**src/rtl/dec_2to4.sv**
```systemverilog
// Registered 2-to-4 line decoder with configurable output polarity.
// Define DEC_HIT_COUNT_EN to add saturating per-output hit counters.
module dec_2to4 #(
    parameter bit          ACTIVE_LOW = 1'b0,
    parameter int unsigned CNT_W      = 8
) (
    input  logic             clk,
    input  logic             rst,
    input  logic             en,
    input  logic             a,
    input  logic             b,
    output logic             y0,
    output logic             y1,
    output logic             y2,
    output logic             y3,
`ifdef DEC_HIT_COUNT_EN
    output logic [CNT_W-1:0] hit_cnt0,
    output logic [CNT_W-1:0] hit_cnt1,
    output logic [CNT_W-1:0] hit_cnt2,
    output logic [CNT_W-1:0] hit_cnt3,
`endif
    output logic             valid
);

    if (CNT_W == 0) begin : g_bad_cnt_w
        $error("CNT_W must be at least 1");
    end

    localparam logic [3:0] YInactive = {4{ACTIVE_LOW}};

    logic [1:0] sel;
    logic [3:0] onehot;
    logic [3:0] y_d, y_q;
    logic       valid_d, valid_q;

    assign sel = {b, a};

    always_comb begin
        onehot = 4'b0000;
        unique case (sel)
            2'b00: onehot = 4'b0001;
            2'b01: onehot = 4'b0010;
            2'b10: onehot = 4'b0100;
            2'b11: onehot = 4'b1000;
            default: onehot = 4'b0000;
        endcase
    end

    // Disabled cycles drop back to idle; the previous select is never held.
    always_comb begin
        y_d     = YInactive;
        valid_d = 1'b0;
        if (en) begin
            y_d     = onehot ^ YInactive;
            valid_d = 1'b1;
        end
    end

    always_ff @(posedge clk) begin
        if (rst) begin
            y_q     <= YInactive;
            valid_q <= 1'b0;
        end else begin
            y_q     <= y_d;
            valid_q <= valid_d;
        end
    end

    assign y0    = y_q[0];
    assign y1    = y_q[1];
    assign y2    = y_q[2];
    assign y3    = y_q[3];
    assign valid = valid_q;

`ifdef DEC_HIT_COUNT_EN
    logic [CNT_W-1:0] cnt_d [4];
    logic [CNT_W-1:0] cnt_q [4];

    // Counters saturate at all-ones rather than wrapping.
    always_comb begin
        for (int i = 0; i < 4; i++) begin
            cnt_d[i] = cnt_q[i];
            if (en && onehot[i] && (cnt_q[i] != {CNT_W{1'b1}})) begin
                cnt_d[i] = cnt_q[i] + CNT_W'(1);
            end
        end
    end

    always_ff @(posedge clk) begin
        if (rst) begin
            for (int i = 0; i < 4; i++) begin
                cnt_q[i] <= '0;
            end
        end else begin
            for (int i = 0; i < 4; i++) begin
                cnt_q[i] <= cnt_d[i];
            end
        end
    end

    assign hit_cnt0 = cnt_q[0];
    assign hit_cnt1 = cnt_q[1];
    assign hit_cnt2 = cnt_q[2];
    assign hit_cnt3 = cnt_q[3];
`endif

endmodule

```
**config.mk**
```make
export PLATFORM = sky130hd
export DESIGN_NAME = dec_2to4
export DESIGN_NICKNAME = d
export VERILOG_FILES = /design/src/rtl/dec_2to4.sv
export SDC_FILE = /design/constraint.sdc
export NUM_CORES = 1
export LEC_CHECK = 0
export CAP_MARGIN = 30
export CORE_AREA = 8 8 45 47
export CTS_CLUSTER_DIAMETER = 40
export DETAILED_ROUTE_END_ITERATION = 10
export DIE_AREA = 0 0 53 55
export PLACE_DENSITY_LB_ADDON = 0.05
export SLEW_MARGIN = 15
export SYNTH_ARGS = -nofsm -noshare
export SYNTH_HDL_FRONTEND = slang
export SYNTH_SLANG_ARGS = --single-unit
export TNS_END_PERCENT = 10
```
**constraint.sdc**
```tcl
create_clock -name clk -period 0.88 [get_ports clk]
set_input_delay 0.088 -clock clk [delete_from_list [all_inputs] [get_ports clk]]
set_output_delay 0.088 -clock clk [all_outputs]
set_load 0.03 [all_outputs]
```
* After elaboration in Yosys (flattened, before gate mapping)
Cells that the tools add are included.
** Storage, ports and cells
- Register bits :: 5
- Input port bits :: 5
- Output and inout port bits :: 5
- Logic and storage cells :: 10
** Operators by class
- Equal/unequal tests :: 3
- Mux-type cells :: 2
- Bitwise gates (word level) :: 1
- Reduce and logical (&&, ||, !) cells :: 2
** Operators with widths (number)
- $pmux W4 S4 :: 1
- $eq A2 B2 Y1 const B :: 2
- $eq A2 B1 Y1 const B :: 1
- $logic_not A2 Y1 :: 1
- $reduce_or A2 Y1 :: 1
- $mux W1 :: 1
- $not A1 Y1 :: 1

* Depth between registers and ports, before layout
Gate-level depths: netlist of the first run.
- Word-level depth :: 2
- Gate-level depth with buffers :: 1
- Gate-level depth less buffers :: 1

* Worst setup path after synthesis of the first run
OpenSTA, ideal clock, no wires.
- Path type :: register -> output
- Start point :: register valid_q, in the netlist valid
- End point :: output valid
- Arrival :: 0.459 ns
- Data required time :: 0.792 ns
- Slack :: 0.333 ns
- Stages on the path, launching flop included :: 1
- Buffers on the path :: 0
- Path through :: dfxtp_1
** RTL lines
- start, declared :: line 34 : logic valid_d, valid_q;
- start signal, assigned :: line 65 : valid_q <= valid_d;
- end, declared :: line 22 : output logic valid
No word-level cell between the ends.

* Worst setup path in the final report of the first run
- Start point :: register valid_q, in the netlist valid
- End point :: output valid
No word-level cell between the ends.

==> key figures, run 1 <==
Yosys
  • Synth Register Bits: 5
  • Post-synthesis net count: 15
  • Sequential area share after synthesis: approximately 67%
  • Post-synth cell types: 5
  • Leading area contributor after synthesis: dfxtp_1
  • Mean Syn Cell Area: 15.0 um^2
  • Synth warnings: 0
  • Post-Syn Area: around 150 um^2
  • Syn Inst Count: 10
  • Top-area cell type share of the netlist area: around two thirds
  • Area contributors post-synth: dfxtp_1 67%, and4bb_2 17%, and4b_1 6.7%, nor4b_1 5.8%, nor2b_1 4.2%

Die
  • Initial core utilization: 10.8%
  • Die width: roughly 53 um
  • Row count: 14
  • Core ar.: between 1000 and 1500 um^2
  • I/O pins: 10
  • Die area: 2920 um^2
  • Die Ht: ~55 um

Finish
  • Fin area: between 200 and 300 um^2
  • Commonest non-fill, non-tap cell in the layout: buf_4
  • Synthesis-to-layout area growth: 87.5%
  • Share of cells above drive strength 1: 45.8%
  • Antenna cells: 0
  • Fin nets: 30
  • Most frequent cells in the layout: 6 x buf_4, 5 x dfxtp_1, 4 x clkdlybuf4s50_1, 3 x clkbuf_4, 2 x and4bb_2

Timing
  • RSZ-0062 raised after global routing: false
  • Relative slew slack: about 83%
  • F_max: 1280 MHz
  • Final Hold Viols: 0
  • Worst-margin pin slew: 252 ps
  • Setup violations, final: 0
  • Final Cycle Share: a little under 90%
  • Setup TNS Final: 0 ps
  • Slew Limit Fails: 0
  • Fin crit period: slightly below 800 ps

Global routing
  • Initial antenna violation count: 0
  • Global-route wire length before repair: approximately 630 um
  • Total GRT Usage: around 3.4%
  • Vias in the first global route: approximately 160
  • Largest net degree at the start of global routing: 6
  • Total grt overflow: 0

Worst setup path
  • WS Path Type: flip-flop to primary output
  • Delay of the slowest critical-path stage: between 300 and 400 ps
  • Buf/Inv on CP: 1
  • Startpoint Class: flip-flop
  • CP top delay family: flip-flops
  • Req. time, crit path: 790 ps
  • Worst-path fanout max: 1
  • Critical Path, Cell by Cell: buf_4
  • CP arrival: roughly 700 ps
  • Slowest CP cell: dfxtp_1
  • Crit path capture type: primary output

Drt
  • Drt first pass iters: 2
  • DRC Markers: 0
  • Routed WL: approximately 420 um
  • Number of DRC markers in iteration 0: 1
  • Total vias in the final route: approximately 140
  • Via/cell ratio: approximately 3.4
  • Antenna viol nets, final: 0
  • WL/cell: 10.5 um

CTS
  • Cts hold-fix bufs: 0
  • Clock transition at path regs: about 40 ps
  • Post-CTS Setup Bufs: 0
  • # clock sinks: 5
  • Clock Tree Root: clkbuf_4
  • Cts bufs inserted: 3
  • H-tree depth: 1
  • Clock Tree Buf Depth: 2
  • Post-CTS Resized: 0
  • CTS tree: built

Outcome
  • Status: finished, final reports clean

Worst hold path
  • Hold_sp: a
  • Hold Path Stages: 2
  • Hold Path End: y_q[0]
  • Worst Hold Class: input pin to flip-flop

Placement
  • Final Wtd Congestion: 0.618
  • Port bufs: 9
  • Post-DP Area: ~260 um^2

Pwr
  • Pleak: around 0.00012 uW
  • PwrDens: just under 2000 nW/um^2
  • Peak VDD IR: 0.359 mV

Flow run
  • Total of max-cap violations: 0
cell families after synthesis:
family	share of synthesized area (%)
and+or+nand+nor	33.3
DFF	66.7
layout make-up:
cell class	instances	area [um^2]
tap	16	20.0
sequential	5	100
fill	162	1100
timing repair buffer	10	85.1
clock buffer	4	26.3
multi-input combinational	5	50.0
registers in the layout, summed over array words and instances (netlist names):
register / count
valid: 1
y_q: 4
worst max-delay path by stage:
stage | from | to | slack [ps] | cells after the start
finish | valid | valid | 100 | 1
global route | y_q[1] | y1 | 70 | 1
CTS | valid | valid | 80 | 1
detailed placement | rst | y_q[1] | -120 | 2
global placement | rst | y_q[2] | -120 | 2
floorplan | valid | valid | 330 | 0
report_power, final:
part,total [uW],leakage (uW),internal (uW),switching [uW]
Clock,258,0.0000150,171,86.8
Sequential,237,0.0000409,235,1.82
Combinational,63.9,0.0000639,34.3,29.6
per-stage QoR:
stage               utilization [%]  instances  hold slack [ps]  power (uW)  setup WS (ps)
floorplan                         -         10              160         264            333
global placement               18.4         36              523         305           -121
detailed placement             18.4         36              522         305           -116
CTS                            20.3         40              473         573           81.9
global route                   20.3         40              507         588           69.9
finish                         20.3         40              497         558           97.0
routing by layer:
metal / up-vias / GRT usage [%] / routed length [um]
met4: 0 / 5.17 / 0
met5: - / 0 / 0
met3: 0 / 4.01 / 96
met1: 61 / 2.89 / 184
li1: 65 / - / -
met2: 10 / 3.13 / 140
synth_stat cells:
master and number:
dfxtp_1 5, and4bb_2 2, and4b_1 1, nor2b_1 1, nor4b_1 1
Power figures use the tool's default switching activity.
==> run 2, diff against run 1 <==
--- a/config.mk
+++ b/config.mk
@@ -10,6 +10,7 @@
 export CTS_CLUSTER_DIAMETER = 40
 export DETAILED_ROUTE_END_ITERATION = 10
 export DIE_AREA = 0 0 53 55
+export HOLD_SLACK_MARGIN = 0.1
 export PLACE_DENSITY_LB_ADDON = 0.05
 export SLEW_MARGIN = 15
 export SYNTH_ARGS = -nofsm -noshare
==> results of run 2 <==
Final layout, timing and power as in run 1 (identical DEF).
